===== config.mk =====
export PLATFORM = sky130hd
export DESIGN_NAME = countdown_timer_core
export DESIGN_NICKNAME = d
export VERILOG_FILES = /design/src/rtl/countdown_timer_core.sv
export SDC_FILE = /design/constraint.sdc
export NUM_CORES = 1
export LEC_CHECK = 0
export ABC_AREA = 0
export BUFFER_PORTS_ARGS = -buffer_cell sky130_fd_sc_hd__buf_4
export CAP_MARGIN = 20
export CELL_PAD_IN_SITES_DETAIL_PLACEMENT = 0
export CELL_PAD_IN_SITES_GLOBAL_PLACEMENT = 1
export CORE_MARGIN = 2
export CORE_UTILIZATION = 25
export DETAILED_ROUTE_END_ITERATION = 12
export PLACE_DENSITY_LB_ADDON = 0.1
export SYNTH_ARGS = -nofsm -noshare
export SYNTH_HDL_FRONTEND = slang
export SYNTH_SLANG_ARGS = --single-unit

===== constraint.sdc =====
create_clock -name clk -period 7.8 [get_ports clk]
set_input_delay 1.56 -clock clk [delete_from_list [all_inputs] [get_ports clk]]
set_output_delay 1.56 -clock clk [all_outputs]
set_load 0.005 [all_outputs]

===== src/rtl/countdown_timer_core.sv =====
// Down-counting MM:SS kitchen timer: button presets, 1 s countdown with BCD borrow,
// then a timed alarm with a half-second buzzer cadence before falling back to idle.
module countdown_timer_core #(
  parameter int TICKS_PER_SEC = 125_000_000,
  parameter int ALARM_SECS    = 10
) (
  input  logic        clk,
  input  logic        reset_n,
  input  logic        btn_start,
  input  logic        btn_clear,
  input  logic        btn_inc_sec,
  input  logic        btn_inc_min,
  output logic [15:0] value,
  output logic        running,
  output logic        alarm,
  output logic        buzzer
);

  localparam int PW = (TICKS_PER_SEC > 1) ? $clog2(TICKS_PER_SEC) : 1;
  localparam int AW = (ALARM_SECS > 0) ? $clog2(ALARM_SECS + 1) : 1;
  localparam logic [PW-1:0] TICK_LAST  = PW'(TICKS_PER_SEC - 1);
  localparam logic [PW-1:0] HALF_SEC   = PW'(TICKS_PER_SEC / 2);
  localparam logic [AW-1:0] ALARM_DONE = AW'(ALARM_SECS);

  typedef enum logic [1:0] {IDLE, RUN, PAUSE, ALARM} state_t;

  state_t        state, next_state;
  logic [15:0]   next_value;
  logic [PW-1:0] prescaler, next_prescaler;
  logic [AW-1:0] alarm_cnt, next_alarm_cnt;
  logic          tick;
  logic [15:0]   dec_value;

  // Seconds field wraps 59 -> 00 without touching the minutes.
  function automatic logic [7:0] inc_sec_bcd(input logic [7:0] s);
    logic [3:0] hi, lo;
    {hi, lo} = s;
    if (lo == 4'd9) begin
      lo = 4'd0;
      hi = (hi == 4'd5) ? 4'd0 : hi + 4'd1;
    end else begin
      lo = lo + 4'd1;
    end
    return {hi, lo};
  endfunction

  function automatic logic [7:0] inc_min_bcd(input logic [7:0] m);
    logic [3:0] hi, lo;
    {hi, lo} = m;
    if (lo == 4'd9) begin
      lo = 4'd0;
      hi = (hi == 4'd9) ? 4'd0 : hi + 4'd1;
    end else begin
      lo = lo + 4'd1;
    end
    return {hi, lo};
  endfunction

  // Only called with a non-zero value, so the min10 borrow never underflows.
  function automatic logic [15:0] dec_bcd(input logic [15:0] v);
    logic [3:0] m10, m1, s10, s1;
    {m10, m1, s10, s1} = v;
    if (s1 != 4'd0) begin
      s1 = s1 - 4'd1;
    end else begin
      s1 = 4'd9;
      if (s10 != 4'd0) begin
        s10 = s10 - 4'd1;
      end else begin
        s10 = 4'd5;
        if (m1 != 4'd0) begin
          m1 = m1 - 4'd1;
        end else begin
          m1  = 4'd9;
          m10 = m10 - 4'd1;
        end
      end
    end
    return {m10, m1, s10, s1};
  endfunction

  assign tick      = (prescaler == TICK_LAST);
  assign dec_value = dec_bcd(value);

  always_comb begin
    // NOTE: every combinational output gets a default first so no path leaves it unassigned (no latch).
    next_state     = state;
    next_value     = value;
    next_prescaler = prescaler;
    next_alarm_cnt = alarm_cnt;

    unique case (state)
      IDLE: begin
        next_prescaler = '0;
        next_alarm_cnt = '0;
        if (btn_clear) begin
          next_value = 16'h0000;
        end else if (btn_start) begin
          if (value != 16'h0000) next_state = RUN;
        end else begin
          if (btn_inc_sec) next_value[7:0]  = inc_sec_bcd(value[7:0]);
          if (btn_inc_min) next_value[15:8] = inc_min_bcd(value[15:8]);
        end
      end

      RUN: begin
        if (btn_clear) begin
          next_state     = IDLE;
          next_value     = 16'h0000;
          next_prescaler = '0;
        end else if (btn_start) begin
          next_state = PAUSE;
        end else if (tick) begin
          next_prescaler = '0;
          next_value     = dec_value;
          if (dec_value == 16'h0000) begin
            next_state     = ALARM;
            next_alarm_cnt = '0;
          end
        end else begin
          next_prescaler = prescaler + 1'b1;
        end
      end

      PAUSE: begin
        if (btn_clear) begin
          next_state     = IDLE;
          next_value     = 16'h0000;
          next_prescaler = '0;
        end else if (btn_start) begin
          next_state     = RUN;
          next_prescaler = '0;
        end
      end

      ALARM: begin
        next_value = 16'h0000;
        if (btn_clear || btn_start) begin
          next_state     = IDLE;
          next_prescaler = '0;
        end else if (tick) begin
          next_prescaler = '0;
          next_alarm_cnt = alarm_cnt + 1'b1;
          if (alarm_cnt + 1'b1 == ALARM_DONE) next_state = IDLE;
        end else begin
          next_prescaler = prescaler + 1'b1;
        end
      end

      default: next_state = IDLE;
    endcase
  end

  // NOTE: every register here has a defined reset value; the display and flags must read 0 the instant reset_n drops.
  always_ff @(posedge clk or negedge reset_n) begin
    if (!reset_n) begin
      state     <= IDLE;
      value     <= 16'h0000;
      prescaler <= '0;
      alarm_cnt <= '0;
      running   <= 1'b0;
      alarm     <= 1'b0;
    end else begin
      // NOTE: non-blocking assignments so every register samples pre-edge values.
      state     <= next_state;
      value     <= next_value;
      prescaler <= next_prescaler;
      alarm_cnt <= next_alarm_cnt;
      running   <= (next_state == RUN);
      alarm     <= (next_state == ALARM);
    end
  end

  assign buzzer = (state == ALARM) && (prescaler < HALF_SEC);

endmodule


* Word level (Yosys, flattened, before mapping) *
Index checks and enable logic that the tools add are counted.
Widths: inputs -> output; s select.

operators by class
  add/subtract/negate cells = 10
  equal/unequal tests = 26
  divide/modulo/power cells = 0
  reduce and logical (&&, ||, !) cells = 15
  bitwise logic cells = 0
  shift operators = 0
  multiply operators = 0
  mux-type cells = 51
  magnitude comparators = 1

operators with widths
  cell                   count
  $mux 27                6
  $pmux 27 s4            1
  $mux 16                6
  $mux 4                 21
  $pmux 16 s4            1
  $add 27x1->27 const B  1
  $eq 27x27->1 const B   1
  $lt 27x26->1 const B   1
  $mux 2                 12
  $ne 3x3->1 const B     8
  $add 4x1->4 const B    5
  $eq 4x4->1 const B     4
  $logic_not 16->1       1
  $mux 8                 2
  $reduce_bool 16->1     1
  $sub 4x1->4 const B    4
  $ne 2x2->1 const B     7
  $pmux 4 s3             1
  $reduce_and 6->1       2
  $reduce_bool 4->1      3
  $reduce_and 5->1       2
  $pmux 2 s4             1
  $reduce_and 7->1       1
  $eq 2x2->1 const B     3
  7 further kinds        8

storage, ports and cells
  memory bits (read-only) = 0
  flip-flop bits (word level) = 51
  input port bits = 6
  bits in writable memories = 0
  logic and storage cells = 112
  bits in latches = 0
  memories = 0

* Logic depth before layout (Yosys ltp) *
Gate-level depths: netlist of run 1.

  word-level depth = 11
  depth in mapped cells = 10

* Worst setup path before layout of run 1 *
No wires, ideal clock.

  kind = in2reg
  start = in btn_clear
  end = reg value[5]
  path slack = 4.677 ns
  cell stages on the path = 5
  data arrival time = 2.998 ns
  cells stage by stage = or3_1 clkbuf_1 a31oi_1 nand2b_1 mux2_2

on the way
  longest elaborated chain between the ends = 2
  elaborated cells on any way between the ends = 10
  those cells by class = 6 x eq/ne; 3 x mux; 1 x reduce/logical

RTL lines
  element                                                           line  source
  start: declaration                                                10    input logic btn_clear,
  $ne 3x3->1 (no source line), or another cell as far along         --
  $reduce_and 6->1 (no source line) or $pmux 16 s4 (tied branches)  --
  end signal: assignment                                            166   value <= next_value;
  end: declaration                                                  13    output logic [15:0] value,

Parallel ways exist; a longest one is shown, timed or not.
A chain may end at the register's enable or synchronous reset.

* Final worst setup path of run 1 *
  start = reg prescaler[6]
  end = out buzzer

on the way
  longest elaborated chain between the ends = 2

RTL lines
  element                   line  source
  start: declaration        29    logic [PW-1:0] prescaler, next_prescaler;
  start signal: assignment  167   prescaler <= next_prescaler;
  $lt 27x26->1              174   assign buzzer = (state == ALARM) && (prescaler < HALF_SEC);
  $logic_and 1x1->1         174
  end: declaration          16    output logic buzzer

Every way passes these cells.

==> impl_metrics.ini, run 1 <==
[cts]
cts_resized = 0
path_clk_slew_ns = 0.07
cts_hold_buf = 0
post_cts_buffers = 0
cts_buffers = 5
cts_tree = done
clk_latency_ns = 0.30
htreeDepth = 2
clockBufferDepth = 2
cts.sinks = 51
ctsRootBufferMaster = clkbuf_16

[sta]
fin_hold_ws_ns = 0.511
finalSetupViolCount = 0
hold_viol_final = 0
tns_ns = 0
rsz0062_at_grt = no
period_needed_ns = 3.63
worst_pin_slew_ns = 0.835
period_share_pct = 46.6
fin_skew_ns = 0.00869
max_slew_margin_pct = 43.9
max_freq_mhz = 275
drv_slew = 0

[floorplan]
start_util_pct = 25.3
die_area_um2 = 15500
fp-row-count = 44
die_x_um = 125
die_h_um = 125
core_um2 = 14400
ios = 25

[route]
wl_met2_um = 5010
drtIter0Drc = 163
wl_met3_um = 447
vias = 3341
drc = 0
post_drt_wl_per_cell_um = 16.4
final_antenna_net_count = 0
highest_layer = met4
viasPerCell = 5.20
wl_met1_um = 4820
dr.pass1.iters = 4
totalWireLength_um = 10500

[synthesis]
ys_seq_elements = 51
synth.distinct_cells = 62
synth_ff_type = dfrtp_1
async_flop_share_pct = 100
synth_fp_nets = 467
syn_area_um2 = 3630
avgSynthCellArea_um2 = 8.18
yosysSeqAreaShare_pct = 35.1
synth_warnings = 0
synth_edf_count = 0
synthCells = 444

[placement]
dp_cells = 635
place_hpwl_um = 7590
place.gp.congestion = 0.779
port_buffers = 24

[worst_setup_path]
critPathArrivalTime_ns = 2.07
cp-end-kind = primary output
startpoint = prescaler[6]
worst_setup_path_start_kind = register
path_max_fanout = 7
rr_startpoint = value[0]
ff2ff_setup_slack_ns = 4.43
path_class = reg2out
cp.required_ns = 6.24

[finish]
drive_gt1_share_pct = 10.3
n_antenna_cell = 0
area_delta_synth_final_pct = 13.5
fillers = 1553
nets = 481
stdcell_count = 642

[power]
leakagePower_nw = 1.62
vdd_ir_drop_max_uv = 128
p_seq_share_pct = 35.8
sw_frac_of_total_pct = 41.6
p_int_uw = 588
power.total_mw = 1.01
clockPowerShare_pct = 22.6
comb_power_share_pct = 41.6
p_per_area_nw_per_um2 = 244
switchingPower_uw = 418

[worst_hold_path]
hold_path.class = reg2reg
min_from = prescaler[25]

[global_route]
grt_max_degree = 52
grt.overflow.total = 0
grt_pass1_vias = 3236
grt_usage_pct = 13.8
grt_pass1_wl_um = 17400
antenna_found_initial = 0

[status]
status = complete, no violations

[run]
maxCapViolCount = 0
metrics by stage:
step	worst slack, ns	area, um^2	utilization, %
floorplan	4.68	3630	-
global placement	4.32	3980	27.7
detailed placement	4.29	3980	27.7
CTS	4.17	4120	28.7
global route	3.96	4120	28.7
finish	4.17	4120	28.7
critical path, stage by stage, from the launching register on:
cell      delay [ns]
dfrtp_1         0.46
o21ai_0         0.20
a21oi_1         0.08
o21ai_0         0.14
a21oi_1         0.09
nor3_1          0.25
o21bai_1        0.10
a311oi_1        0.29
buf_4           0.16
power by group through the flow:
stage	clock [mW]	combinational (mW)	sequential, mW
after floorplan	0	0.291	0.343
after global placement	0	0.429	0.367
after detailed placement	0	0.421	0.366
after CTS	0.241	0.424	0.361
after global routing	0.249	0.477	0.370
final	0.227	0.419	0.360
cell type report:
type,instances,area [um^2],area share [%]
Tap cell,184,230,5.58
Multi-Input combinational cell,354,2200,53.3
Clock inverter,1,5.00,0.121
Clock buffer,6,139,3.37
Inverter,19,71.3,1.73
Sequential cell,51,1280,31.0
Timing Repair Buffer,27,203,4.92
path summary, 6_finish.rpt:
kind | end | cells after the start
max in group asynchronous | alarm_cnt[3] | 1
worst max register to register | alarm_cnt[2] | 9
worst min register to register | prescaler[25] | 1
worst min-delay path | prescaler[25] | 1
worst max-delay path | buzzer | 8
min in group asynchronous | prescaler[16] | 1
cells in the final DEF (no fill, tap or decap), types with 3 or more instances in the layout:
cell,count
a21oi_1,32
or3_1,5
inv_1,19
o31ai_1,12
clkbuf_16,5
nand4_1,7
or4_1,3
o22ai_1,4
a21o_1,3
ha_1,17
a31oi_1,8
xnor2_1,7
nor2b_1,5
nor3b_1,8
or4b_1,3
nor2_1,50
or3b_2,3
buf_4,27
nand2_1,34
o21a_1,4
dfrtp_1,51
nand2b_1,6
o41ai_1,4
nand3_1,20
mux2i_1,4
o21ai_0,41
nor3_1,16
and3_1,3
nor4_1,6
xor2_1,8
state kept, by name, indices dropped and copies added, names as in the netlist:
name,count
prescaler,27
value,16
alarm_cnt,4
state,2
alarm,1
running,1
routing by layer:
layer,track usage [%],up-vias
li1,-,1649
met2,22.8,73
met3,3.01,18
met5,0,-
met1,17.7,1601
met4,4.96,0
synth_stat cells (3+ instances only):
cell type | count | area, um^2
a21o_1 | 3 | 22.5
a21oi_1 | 32 | 160
a31oi_1 | 8 | 50.1
and3_1 | 3 | 18.8
buf_2 | 3 | 15.0
clkbuf_1 | 16 | 60.1
dfrtp_1 | 51 | 1280
ha_1 | 17 | 213
inv_1 | 19 | 71.3
mux2i_1 | 4 | 40.0
nand2_1 | 34 | 128
nand2b_1 | 6 | 37.5
nand3_1 | 20 | 100
nand4_1 | 7 | 43.8
nor2_1 | 50 | 188
nor2b_1 | 5 | 31.3
nor3_1 | 16 | 80.1
nor3b_1 | 8 | 60.1
nor4_1 | 6 | 37.5
o21a_1 | 4 | 30.0
o21ai_0 | 41 | 205
o22ai_1 | 4 | 25.0
o31ai_1 | 12 | 90.1
o41ai_1 | 4 | 35.0
or3_1 | 5 | 31.3
or3b_2 | 3 | 26.3
or4_1 | 3 | 22.5
or4b_1 | 3 | 30.0
xnor2_1 | 7 | 61.3
xor2_1 | 8 | 70.1
logic make-up (layout without fill, tap and decap cells):
logic type | after synthesis | in the layout | share of synthesized area [%]
compound gates | 134 | 134 | 23.4
xor+xnor | 15 | 15 | 3.62
fa+ha+maj | 17 | 17 | 5.86
buf+inv | 39 | 53 | 4.34
flops | 51 | 51 | 35.1
mux | 5 | 5 | 1.41
simple gates | 183 | 183 | 26.2
No activity file was read; power rests on OpenSTA's default activity.
==> inputs of run 2 (changes only) <==
Clock period 7.8 ns to 3 ns, I/O delays scaled along.
==> run 2 against run 1 <==
Net effect:
- first-iteration DRC count up 9.8%
- clock skew shrank 0.0027 ns
- worst setup slack lost 4.0 ns
- sequential cell count stayed put
- power rose to 2.8 times the previous value
- register-to-register slack worse by 4.3 ns
- count of clock-buffer cells in the layout fell by 1
- critical path depth shrank 1
- non-clock buffer count increased by 33
- sequential power is 140% higher
- critical endpoint is now alarm_cnt[2]
- largest cell class unchanged
==> impl_metrics.ini, run 2 (same netlist as run 1, synthesis figures left out) <==
[worst_setup_path]
path_class = reg2reg
cp-end-kind = register
critPathArrivalTime_ns = 3.04
worst_setup_path_start_kind = register
cp.required_ns = 3.20
path_max_fanout = 5

[floorplan]
core_um2 = 14400
fp-row-count = 44
ios = 25
start_util_pct = 25.3
die_area_um2 = 15500
die_x_um = 125
die_h_um = 125

[cts]
clockBufferDepth = 2
cts_tree = done
cts.sinks = 51
clk_latency_ns = 0.31
cts_buffers = 5
cts_hold_buf = 0
cts_resized = 0
htreeDepth = 2
post_cts_buffers = 0
path_clk_slew_ns = 0.07
ctsRootBufferMaster = clkbuf_16

[global_route]
antenna_found_initial = 0
grt_pass1_vias = 3589
grt_max_degree = 52
grt_usage_pct = 15.2
grt.overflow.total = 0
grt_pass1_wl_um = 19100

[status]
status = complete, no violations

[sta]
finalSetupViolCount = 0
fin_hold_ws_ns = 0.352
fin_skew_ns = 0.00601
period_share_pct = 94.8
drv_slew = 0
setup_ws_ns = 0.155
tns_ns = 0
max_freq_mhz = 352
period_needed_ns = 2.84
worst_pin_slew_ns = 0.725
rsz0062_at_grt = no
max_slew_margin_pct = 51.7
hold_viol_final = 0

[finish]
fillers = 1559
n_antenna_cell = 0
stdcell_count = 676
top_register = prescaler
drive_gt1_share_pct = 16.5
regArea_um2 = 1280
multi_input_area_um2 = 2200
fin_area_um2 = 4370
layout_commonest_cell = buf_4
area_delta_synth_final_pct = 20.2
nets = 514
utilization_pct = 30.4
largest_reg_flops = 27
top_regs = prescaler: 27 flops, value: 16 flops, alarm_cnt: 4 flops
most-common-layout-cells = buf_4, dfrtp_1, nor2_1

[route]
drtIter0Drc = 179
post_drt_wl_per_cell_um = 17.0
dr.pass1.iters = 6
wl_met2_um = 5720
viasPerCell = 5.12
wl_met1_um = 5320
highest_layer = met4
totalWireLength_um = 11500
drc = 0
final_antenna_net_count = 0
wl_met3_um = 281
vias = 3458

[power]
p_per_area_nw_per_um2 = 635
leakagePower_nw = 1.79
vdd_ir_drop_max_uv = 302
power.total_mw = 2.77

[worst_hold_path]
hold_path.class = in2async

[placement]
place_ws_ns = 0.172
place_hpwl_um = 8430
postPlaceCellArea_um2 = 4230
port_buffers = 24
dp_cells = 668
place.gp.congestion = 0.759

[run]
maxCapViolCount = 0
-- run 2: cell count changes in the layout (fill, tap and decap cells not counted) --
cell / previous run / this run
buf_4: 27 / 60
clkinv_2: 1 / 3
clkbuf_8: 1 / 0
-- run 2: where the power goes --
| group | internal (mW) | total, mW | switching (mW) | leakage, nW |
|---|---|---|---|---|
| logic | 0.547 | 1.31 | 0.764 | 1.02 |
| registers | 0.763 | 0.861 | 0.0983 | 0.701 |
| clock network | 0.306 | 0.600 | 0.293 | 0.0733 |
-- run 2: worst max-delay path, cell delays in order, from the launching register on --
cell,delay [ns]
dfrtp_1,0.43
or4b_1,0.50
or4_4,0.53
or3_4,0.44
nor3_2,0.19
a41o_1,0.20
o211ai_2,0.13
a211o_1,0.32
-- run 2: layout make-up --
cell class | count | area share (%)
flip-flops and latches | 51 | 29.2
well taps | 184 | 5.27
multi-input cells | 354 | 50.3
clock buffers | 5 | 2.87
clock inverters | 3 | 0.344
inverters | 19 | 1.63
repair buffers | 60 | 10.3
-- run 2: worst paths after layout --
kind / startpoint / endpoint / slack [ns] / cells after the start
worst min-delay path: reset_n / prescaler[14] / 0.35 / 1
max in group asynchronous: reset_n / value[14] / 2.17 / 1
worst max-delay path: prescaler[18] / alarm_cnt[2] / 0.16 / 7
worst min register to register: prescaler[25] / prescaler[25] / 0.52 / 1
min in group clk: prescaler[25] / prescaler[25] / 0.52 / 1
worst max register to register: prescaler[18] / alarm_cnt[2] / 0.16 / 7
-- run 2: routing by layer --
metal  global-route usage (%)  vias to the layer above
met5                        0                        -
met4                     3.83                        0
met3                     2.96                        9
met2                     26.7                       41
met1                     19.2                     1677
li1                         -                     1731
==> inputs of run 3 (changes only) <==
Clock period 3 ns to 2.3 ns, I/O delays scaled along.
==> run 3 against run 2 <==
Net effect:
- the flow now finishes with violations (setup timing)
- sequential power rose by 24%
- combinational power up 89%
- final cell count grew 12%
- worst setup slack lost 0.50 ns
- die area unchanged
- first-iteration DRC count shrank 12%
- critical path type unchanged
==> impl_metrics.ini, run 3 (same netlist as run 1, synthesis figures left out) <==
[power]
comb_power_share_pct = 56.9
p_int_mw = 2.58
p_per_area_nw_per_um2 = 815
switchingPower_mw = 1.77
vdd_ir_drop_max_uv = 352
leakagePower_nw = 2.30
clockPowerShare_pct = 18.5
sw_frac_of_total_pct = 40.7
p_seq_share_pct = 24.6

[worst_setup_path]
path_max_fanout = 4
crit_path_max_incr_delay_ns = 0.56
critPathArrivalTime_ns = 2.84
critPathSlowestCell = or4_4
cp-end-kind = register
path_class = reg2reg
cp.required_ns = 2.49
worst_setup_path_start_kind = register
r2r_cells = 7
path_cells = or4b_1, or4_4, or3_4, nor3_4, a41o_1, o211ai_2, a211o_1

[placement]
place.gp.congestion = 0.783
postPlaceCellArea_um2 = 4830
port_buffers = 24
place_hpwl_um = 9060
dp_cells = 739

[sta]
period_needed_ns = 2.64
max_slew_margin_pct = 51.1
fin_hold_ws_ns = 0.206
setup_ws_ns = -0.342
worst_pin_slew_ns = 0.733
finalSetupViolCount = 51
drv_slew = 0
fin_skew_ns = 0.00492
max_freq_mhz = 378
rsz0062_at_grt = yes
period_share_pct = 115
hold_viol_final = 0

[cts]
htreeDepth = 2
cts_buffers = 5
cts.sinks = 51
path_clk_slew_ns = 0.07
clk_latency_ns = 0.31
clockBufferDepth = 2
ctsRootBufferMaster = clkbuf_16
cts_tree = done

[floorplan]
die_x_um = 125
ios = 25
fp-row-count = 44
die_h_um = 125
core_um2 = 14400
die_area_um2 = 15500
start_util_pct = 25.3

[global_route]
grt.overflow.total = 0
antenna_found_initial = 0
grt_pass1_wl_um = 20600
grt_pass1_vias = 3997
grt_usage_pct = 16.5
grt_max_degree = 52

[finish]
n_antenna_cell = 0
fin_area_um2 = 5330
largest_reg_flops = 27
nets = 598
most-common-layout-cells = buf_4, dfrtp_1, nor2_1
fillers = 1477
stdcell_count = 759
top_regs = prescaler: 27 flops, value: 16 flops, alarm_cnt: 4 flops
top_register = prescaler
layout_commonest_cell = buf_4
area_delta_synth_final_pct = 46.8
drive_gt1_share_pct = 35.7

[route]
vias = 3794
dr.pass1.iters = 4
drc = 0
totalWireLength_um = 12300
post_drt_wl_per_cell_um = 16.3
drtIter0Drc = 157
final_antenna_net_count = 0
viasPerCell = 5.00

[worst_hold_path]
hold_path.class = in2async

[status]
status = finished with violations
violations = setup timing

[run]
maxCapViolCount = 0
-- run 3: cell types whose count changed in the layout (fill, tap and decap cells not counted), sizes merged --
| cell | delta |
|---|---|
| buf | +84 |
| clkinv | -2 |
| clkbuf | +1 |
-- run 3: worst max-delay path: cells and delay by family (launching register included) --
kind	cells	cell delay [ns]
simple gates	4	1.57
compound gates	3	0.60
flops	1	0.37
-- run 3: path summary, 6_finish.rpt --
check                        startpoint  slack (ns)            end
setup / recovery           prescaler[7]       -0.34   alarm_cnt[2]
hold / removal                  reset_n        0.21  prescaler[24]
setup reg to reg           prescaler[7]       -0.34   alarm_cnt[2]
hold reg to reg            alarm_cnt[3]        0.57   alarm_cnt[3]
max in group asynchronous       reset_n        1.61          alarm
min in group clk              btn_clear        0.53   prescaler[4]
-- run 3: area by class of cell --
type	count	area, um^2	area share [%]
sequential	51	1280	23.9
multi-input combinational	354	2450	46.0
timing repair buffer	144	1160	21.7
tap	184	230	4.32
clock buffer	6	139	2.61
inverter	19	71.3	1.34
clock inverter	1	5.00	0.0939
-- run 3: per-stage QoR --
step	setup slack, ns	utilization, %	power [mW]	TNS [ns]
6_report	-0.342	37.1	4.35	-11.35
5_1_grt	-0.466	37.1	4.69	-16.48
4_1_cts	-0.333	36.1	4.28	-10.71
3_5_place_dp	-0.381	33.6	3.31	-10.22
3_3_place_gp	-0.365	33.6	3.31	-10.38
2_1_floorplan	-0.303	-	2.21	-6.72
-- run 3: repair_timing --
| action | in CTS | in global routing |
|---|---|---|
| setup endpoints to repair | 51 | 51 |
| pin swaps | 8 | 8 |
| resized for setup | 49 | 24 |
| hold buffers | 0 | 0 |
| cloned | 1 | 0 |
| buffers inserted | 5 | 7 |
-- run 3: power groups by stage --
| stage | combinational (mW) | sequential, mW | clock (mW) |
|---|---|---|---|
| after global placement | 2.22 | 1.08 | 0 |
| final | 2.47 | 1.07 | 0.805 |
| after CTS | 2.38 | 1.07 | 0.835 |
| after detailed placement | 2.23 | 1.08 | 0 |
| after floorplan | 1.05 | 1.16 | 0 |
| after global routing | 2.73 | 1.08 | 0.877 |
-- run 3: routing by layer --
metal	vias up	routed length [um]	GRT usage [%]
met5	-	0	0
met4	0	175	3.64
met3	11	341	3.52
met2	42	6390	30.4
met1	1841	5450	19.5
li1	1900	-	-
